File: config.mk
export PLATFORM = sky130hd
export DESIGN_NAME = operand_issue
export DESIGN_NICKNAME = d
export VERILOG_FILES = /design/src/rtl/operand_issue_pkg.sv /design/src/rtl/operand_issue_regfile.sv /design/src/rtl/operand_issue.sv
export SDC_FILE = /design/constraint.sdc
export NUM_CORES = 1
export LEC_CHECK = 0
export CAP_MARGIN = 15
export CORE_ASPECT_RATIO = 0.7
export CORE_MARGIN = 10
export CORE_UTILIZATION = 48
export CTS_BUF_LIST = sky130_fd_sc_hd__clkbuf_8
export CTS_CLUSTER_DIAMETER = 60
export DETAILED_ROUTE_END_ITERATION = 6
export PLACE_DENSITY = 0.78
export SETUP_SLACK_MARGIN = 0.4
export SLEW_MARGIN = 25
export SYNTH_ARGS = -nofsm -noshare
export SYNTH_HDL_FRONTEND = slang
export SYNTH_SLANG_ARGS = --single-unit
File: constraint.sdc
create_clock -name clk -period 2.2 [get_ports clk]
set_input_delay 0.33 -clock clk [delete_from_list [all_inputs] [get_ports clk]]
set_output_delay 0.33 -clock clk [all_outputs]
set_load 0.01 [all_outputs]
File: src/rtl/operand_issue_pkg.sv
// Shared definitions for operand_issue: opcodes, FSM states and instruction field positions.
package operand_issue_pkg;

    localparam logic [1:0] OP_AND = 2'b00;
    localparam logic [1:0] OP_OR  = 2'b01;
    localparam logic [1:0] OP_ADD = 2'b10;
    localparam logic [1:0] OP_LDI = 2'b11;

    localparam int OP_HI  = 7;
    localparam int OP_LO  = 6;
    localparam int DST_HI = 5;
    localparam int DST_LO = 4;
    localparam int S1_HI  = 3;
    localparam int S1_LO  = 2;
    localparam int S2_HI  = 1;
    localparam int S2_LO  = 0;
    localparam int IMM_HI = 3;
    localparam int IMM_LO = 0;

    typedef enum logic [1:0] {
        IDLE    = 2'd0,
        ISSUE   = 2'd1,
        WAIT_WB = 2'd2,
        LDI_WR  = 2'd3
    } state_t;

endpackage

File: src/rtl/operand_issue_regfile.sv
// 4x4-bit register file: two async read ports, one sync write port.
// Latency: reads combinational, write visible the cycle after we.
// Backpressure: none; a write is accepted every cycle we is high.
module opd_regfile #(
    parameter logic [3:0] RESET_VAL = 4'h0
) (
    input  logic        clk,
    input  logic        rst,
    input  logic [1:0]  raddr1,
    input  logic [1:0]  raddr2,
    output logic [3:0]  rdata1,
    output logic [3:0]  rdata2,
    input  logic        we,
    input  logic [1:0]  waddr,
`ifdef OPERAND_ISSUE_DBG_EN
    output logic [15:0] regs_flat,
`endif
    input  logic [3:0]  wdata
);

    logic [3:0] mem [4];

    always_ff @(posedge clk or posedge rst) begin
        if (rst) begin
            for (int i = 0; i < 4; i++) mem[i] <= RESET_VAL;
        end else if (we) begin
            mem[waddr] <= wdata;
        end
    end

    assign rdata1 = mem[raddr1];
    assign rdata2 = mem[raddr2];

`ifdef OPERAND_ISSUE_DBG_EN
    assign regs_flat = {mem[3], mem[2], mem[1], mem[0]};
`endif

endmodule

File: src/rtl/operand_issue.sv
// Decode/issue stage: reads operands, enables one execute unit, waits for write-back. Optional OPERAND_ISSUE_DBG_EN adds dbg_regs.
// Latency: enable one cycle after handshake; ALU op >= 3 cycles, LDI 2 cycles.
// Backpressure: instr_ready only in IDLE; missing write-back aborts after WB_TIMEOUT cycles with sticky err.
module operand_issue
    import operand_issue_pkg::*;
#(
    parameter int         WB_TIMEOUT    = 15,
    parameter logic [3:0] REG_RESET_VAL = 4'h0
) (
    input  logic        clk,
    input  logic        rst,
    input  logic [7:0]  instr,
    input  logic        instr_valid,
    output logic        instr_ready,
    output logic [3:0]  rd1,
    output logic [3:0]  rd2,
    output logic        en_and,
    output logic        en_or,
    output logic        en_add,
    input  logic        wb_valid,
    input  logic [3:0]  wb_data,
    output logic        busy,
`ifdef OPERAND_ISSUE_DBG_EN
    output logic [15:0] dbg_regs,
`endif
    output logic        err
);

    state_t     state, state_nxt;
    logic [1:0] op_q, dest_q;
    logic [3:0] imm_q;
    logic [7:0] cnt;
    logic [3:0] rdata1, rdata2;
    logic       we;
    logic [3:0] wdata;
    logic       hs;
    logic       timeout;

    assign hs      = instr_valid && (state == IDLE);
    // cnt holds completed WAIT_WB cycles, so the last allowed cycle sees WB_TIMEOUT-1
    assign timeout = (cnt == 8'(WB_TIMEOUT - 1));
    assign busy    = (state != IDLE);

    opd_regfile #(.RESET_VAL(REG_RESET_VAL)) u_regfile (
        .clk    (clk),
        .rst    (rst),
        .raddr1 (instr[S1_HI:S1_LO]),
        .raddr2 (instr[S2_HI:S2_LO]),
        .rdata1 (rdata1),
        .rdata2 (rdata2),
        .we     (we),
        .waddr  (dest_q),
`ifdef OPERAND_ISSUE_DBG_EN
        .regs_flat (dbg_regs),
`endif
        .wdata  (wdata)
    );

    always_comb begin
        state_nxt   = state;
        instr_ready = 1'b0;
        en_and      = 1'b0;
        en_or       = 1'b0;
        en_add      = 1'b0;
        we          = 1'b0;
        wdata       = wb_data;
        case (state)
            IDLE: begin
                instr_ready = 1'b1;
                if (instr_valid)
                    state_nxt = (instr[OP_HI:OP_LO] == OP_LDI) ? LDI_WR : ISSUE;
            end
            ISSUE: begin
                case (op_q)
                    OP_AND:  en_and = 1'b1;
                    OP_OR:   en_or  = 1'b1;
                    OP_ADD:  en_add = 1'b1;
                    default: ;
                endcase
                state_nxt = WAIT_WB;
            end
            WAIT_WB: begin
                // a write-back arriving on the timeout cycle still wins
                if (wb_valid) begin
                    we        = 1'b1;
                    state_nxt = IDLE;
                end else if (timeout) begin
                    state_nxt = IDLE;
                end
            end
            LDI_WR: begin
                we        = 1'b1;
                wdata     = imm_q;
                state_nxt = IDLE;
            end
            default: state_nxt = IDLE;
        endcase
    end

    always_ff @(posedge clk or posedge rst) begin
        if (rst) begin
            state  <= IDLE;
            op_q   <= 2'b00;
            dest_q <= 2'b00;
            imm_q  <= 4'h0;
            rd1    <= 4'h0;
            rd2    <= 4'h0;
            cnt    <= 8'd0;
            err    <= 1'b0;
        end else begin
            state <= state_nxt;
            if (hs) begin
                op_q   <= instr[OP_HI:OP_LO];
                dest_q <= instr[DST_HI:DST_LO];
                imm_q  <= instr[IMM_HI:IMM_LO];
                rd1    <= rdata1;
                rd2    <= rdata2;
            end
            if (state == ISSUE)
                cnt <= 8'd0;
            else if (state == WAIT_WB)
                cnt <= cnt + 8'd1;
            if (state == WAIT_WB && !wb_valid && timeout)
                err <= 1'b1;
        end
    end

endmodule
==> impl_metrics.prom <==
# TYPE chip_impl_metric gauge
chip_impl_info{name="result_of_the_run",value="completed"} 1
chip_impl_metric{name="tightest_slew",unit="ns"} 0.532
chip_impl_metric{name="synth_edf_count",unit=""} 0
chip_impl_metric{name="clockBufferDepth",unit=""} 2
chip_impl_metric{name="power.leakage",unit="nW"} 1.14
chip_impl_metric{name="initial_utilization",unit="%"} 51.1
chip_impl_metric{name="num_vias",unit=""} 1523
chip_impl_metric{name="power.sequential.fraction",unit="%"} 40.4
chip_impl_metric{name="fmaxAchievable",unit="MHz"} 539
chip_impl_metric{name="grtUsageTotal",unit="%"} 13.6
chip_impl_info{name="timing.critical_path.from_type",value="register"} 1
chip_impl_info{name="final_cell_mix",value="43 x sky130_fd_sc_hd__dfrtp_1, 24 x sky130_fd_sc_hd__clkdlybuf4s50_1, 16 x sky130_fd_sc_hd__nor2_1, 16 x sky130_fd_sc_hd__mux2_2, 14 x sky130_fd_sc_hd__a21oi_1"} 1
chip_impl_metric{name="final_min_period_over_clock_period",unit="%"} 84.3
chip_impl_metric{name="clock-sinks",unit=""} 43
chip_impl_metric{name="library_cells_used_by_synthesis",unit=""} 30
chip_impl_metric{name="critPathArrivalTime",unit="ns"} 2.04
chip_impl_metric{name="grt_first_pass_wirelength",unit="µm"} 7940
chip_impl_metric{name="path_max_fanout",unit=""} 2
chip_impl_metric{name="insertion_delay_to_the_later_sink_of_the_worst_skew_pair",unit="ns"} 0.30
chip_impl_info{name="hold_path.class",value="register to register"} 1
chip_impl_info{name="synthDominantAreaCellType",value="sky130_fd_sc_hd__dfrtp_1"} 1
chip_impl_metric{name="share_of_total_power_in_combinational_logic",unit="%"} 45.2
chip_impl_metric{name="hpwl_after_detailed_placement",unit="µm"} 3660
chip_impl_metric{name="switching_power",unit="mW"} 1.33
chip_impl_info{name="worstSetupPathType",value="register to register"} 1
chip_impl_metric{name="core-area",unit="µm²"} 4040
chip_impl_metric{name="async_flop_share",unit="%"} 100
chip_impl_metric{name="die_area",unit="µm²"} 7360
chip_impl_metric{name="detail_route.wl_per_cell",unit="µm"} 18.7
chip_impl_metric{name="mappedNetlistNets",unit=""} 193
chip_impl_metric{name="dieWidth",unit="µm"} 98.4
chip_impl_metric{name="yosysWarnings",unit=""} 0
chip_impl_metric{name="ant_nets",unit=""} 0
chip_impl_metric{name="num-nets-final",unit=""} 238
chip_impl_metric{name="vias_per_cell",unit=""} 5.70
chip_impl_metric{name="antenna_found_initial",unit=""} 0
chip_impl_metric{name="multiInputGateArea",unit="µm²"} 1030
chip_impl_metric{name="io_pins",unit=""} 30
chip_impl_metric{name="row_count",unit=""} 19
chip_impl_metric{name="chipHeight",unit="µm"} 74.9
chip_impl_metric{name="totalPowerFinal",unit="mW"} 3.58
chip_impl_metric{name="drt-pass1-iter-count",unit=""} 4
chip_impl_metric{name="detail_route.wirelength",unit="µm"} 4990
chip_impl_metric{name="final_layout_size_suffix_gt1_share",unit="%"} 27.9
chip_impl_metric{name="finalClockSkew",unit="ns"} 0.00986
chip_impl_metric{name="ir_worst_vdd",unit="V"} 0.000654
chip_impl_info{name="mostFrequentLayoutCell",value="sky130_fd_sc_hd__dfrtp_1"} 1
chip_impl_metric{name="gp_routability_congestion",unit=""} 0.831
chip_impl_metric{name="fill_cells",unit=""} 310
chip_impl_metric{name="syn-mean-instance-area",unit="µm²"} 12.1
chip_impl_info{name="dominantRegCellSynth",value="sky130_fd_sc_hd__dfrtp_1"} 1
chip_impl_metric{name="internal-power",unit="mW"} 2.26
chip_impl_metric{name="instances_no_fill",unit=""} 267
chip_impl_info{name="tritoncts",value="yes"} 1
chip_impl_metric{name="detailedPlace.worstSlack",unit="ns"} 0.244
chip_impl_info{name="clock-root-buffer",value="sky130_fd_sc_hd__clkbuf_8"} 1
chip_impl_metric{name="largest_net_degree_at_the_start_of_global_routing",unit=""} 44
chip_impl_metric{name="finalWorstSetupSlack",unit="ns"} 0.345
chip_impl_metric{name="layout_min_cycle_time",unit="ns"} 1.85
chip_impl_metric{name="worst-r2r-setup-slack",unit="ns"} 0.35
chip_impl_metric{name="required_time_worst_endpoint",unit="ns"} 2.39
chip_impl_metric{name="grt-ovfl-total",unit=""} 0
chip_impl_metric{name="timing.final.hold_violations",unit=""} 0
chip_impl_metric{name="share_of_synthesized_area_occupied_by_flip_flops_and_latches",unit="%"} 52.2
chip_impl_metric{name="power_density",unit="nW/µm²"} 1350
chip_impl_metric{name="final_util",unit="%"} 65.6
chip_impl_metric{name="portBuffers",unit=""} 29
chip_impl_metric{name="post_synthesis_sequential_element_count",unit=""} 43
chip_impl_metric{name="mappedNetlistArea",unit="µm²"} 2060
chip_impl_metric{name="first_global_vias",unit=""} 1574
chip_impl_info{name="yosys-top-cells-area",value="sky130_fd_sc_hd__dfrtp_1 52%, sky130_fd_sc_hd__mux2_2 8.7%, sky130_fd_sc_hd__mux4_2 8.7%"} 1
chip_impl_info{name="critical_path.endpoint_type",value="register"} 1
chip_impl_metric{name="share_clk_of_total_power",unit="%"} 14.4
chip_impl_metric{name="synth_top_area_share",unit="%"} 52.2
chip_impl_metric{name="number_of_h_tree_levels",unit=""} 2
chip_impl_metric{name="area_growth",unit="%"} 28.6
chip_impl_metric{name="sequential_cell_area",unit="µm²"} 1080
chip_impl_metric{name="timing.final.setup_violations",unit=""} 0
chip_impl_metric{name="path_clk_slew",unit="ns"} 0.08
chip_impl_metric{name="maxSlewHeadroom",unit="%"} 64.5
chip_impl_metric{name="cts_inserted_buffers",unit=""} 5
chip_impl_metric{name="antenna_fix_cells",unit=""} 0
chip_impl_metric{name="cap_viol_max_count",unit=""} 0
chip_impl_metric{name="placed_cells_incl_taps",unit=""} 254
chip_impl_metric{name="switching_share",unit="%"} 37.0
chip_impl_metric{name="drcViolationCount",unit=""} 0
chip_impl_metric{name="timing.setup.tns",unit="ns"} 0
chip_impl_metric{name="drv_slew",unit=""} 0
chip_impl_metric{name="detail_route.iter0.violations",unit=""} 126
chip_impl_info{name="rsz0062_at_grt",value="yes"} 1
chip_impl_metric{name="netlist_instances",unit=""} 170
## synth_stat cells (3+ instances only)
| cell type | count |
|---|---|
| sky130_fd_sc_hd__dfrtp_1 | 43 |
| sky130_fd_sc_hd__mux2_2 | 16 |
| sky130_fd_sc_hd__nor2_1 | 16 |
| sky130_fd_sc_hd__a21oi_1 | 15 |
| sky130_fd_sc_hd__nand2_1 | 13 |
| sky130_fd_sc_hd__o21ai_0 | 9 |
| sky130_fd_sc_hd__inv_1 | 8 |
| sky130_fd_sc_hd__mux4_2 | 8 |
| sky130_fd_sc_hd__ha_1 | 7 |
| sky130_fd_sc_hd__mux2i_1 | 6 |
| sky130_fd_sc_hd__nand3_1 | 3 |
| sky130_fd_sc_hd__nor3_1 | 3 |
## logic make-up after synthesis
family	Yosys count	synth area share, %
AO/OA/AOI/OAI	31	8.61
XOR/XNOR	2	0.849
adder cells (fa/ha/maj)	7	4.24
buffers and inverters	11	2.12
flip-flops	43	52.2
multiplexers	32	21.5
AND/OR/NAND/NOR	44	10.6
## routing by layer
| metal | track usage (%) | part of all wire (%) | vias to the layer above |
|---|---|---|---|
| met5 | 0 | 0 | - |
| met4 | 4.12 | 1.3 | 0 |
| met3 | 4.57 | 8.6 | 8 |
| met2 | 21.8 | 48 | 57 |
| met1 | 17.4 | 42 | 755 |
| li1 | - | - | 703 |
## sequential cells by signal, summed over array words and instances, names as in the netlist
signal         count
imm_q              4
cnt                8
state              2
rd1                4
u_regfile.mem     16
err                1
rd2                4
dest_q             2
op_q               2
## final timing paths
check | from | end | cells after the start
hold reg to reg | err | err | 1
max in group asynchronous | rst | u_regfile.mem[1] | 3
min in group asynchronous | rst | op_q[1] | 3
setup reg to reg | cnt[0] | state[0] | 6
setup / recovery | cnt[0] | state[0] | 6
hold / removal | err | err | 1
## worst max-delay path, cell delays in order, from the launching register on
cell                      delay (ns)
sky130_fd_sc_hd__dfrtp_1        0.40
sky130_fd_sc_hd__inv_2          0.08
sky130_fd_sc_hd__ha_4           0.12
sky130_fd_sc_hd__or4b_4         0.46
sky130_fd_sc_hd__nor3_4         0.15
sky130_fd_sc_hd__o32a_4         0.20
sky130_fd_sc_hd__mux2_1         0.32
## power by group through the flow
| stage | clock network (mW) | registers (mW) | logic [mW] |
|---|---|---|---|
| floorplan | 0 | 1.38 | 0.908 |
| global placement | 0 | 1.40 | 1.38 |
| detailed placement | 0 | 1.44 | 1.45 |
| CTS | 0.522 | 1.41 | 1.58 |
| global route | 0.555 | 1.48 | 1.78 |
| finish | 0.515 | 1.45 | 1.62 |
## final cells by class
| type | instances | share of cell area, % |
|---|---|---|
| Sequential cell | 43 | 40.6 |
| Multi-Input combinational cell | 116 | 38.7 |
| Timing Repair Buffer | 41 | 13.8 |
| Clock buffer | 6 | 3.11 |
| Tap cell | 52 | 2.45 |
| Inverter | 8 | 1.13 |
| Clock inverter | 1 | 0.189 |
## through the flow
stage | hold slack [ns] | area, µm²
2_1_floorplan | 0.459 | 2060
3_3_place_gp | 0.447 | 2450
3_5_place_dp | 0.467 | 2450
4_1_cts | 0.493 | 2630
5_1_grt | 0.509 | 2650
6_report | 0.472 | 2650
## repair_timing
item	4_1_cts	5_1_grt
buffers inserted	6	0
hold buffers	0	0
pin swaps	3	2
resized for setup	19	9
endpoints found under the setup margin	7	15
gates cloned	0	0
Note: power is estimated with default switching activity, not from simulation.
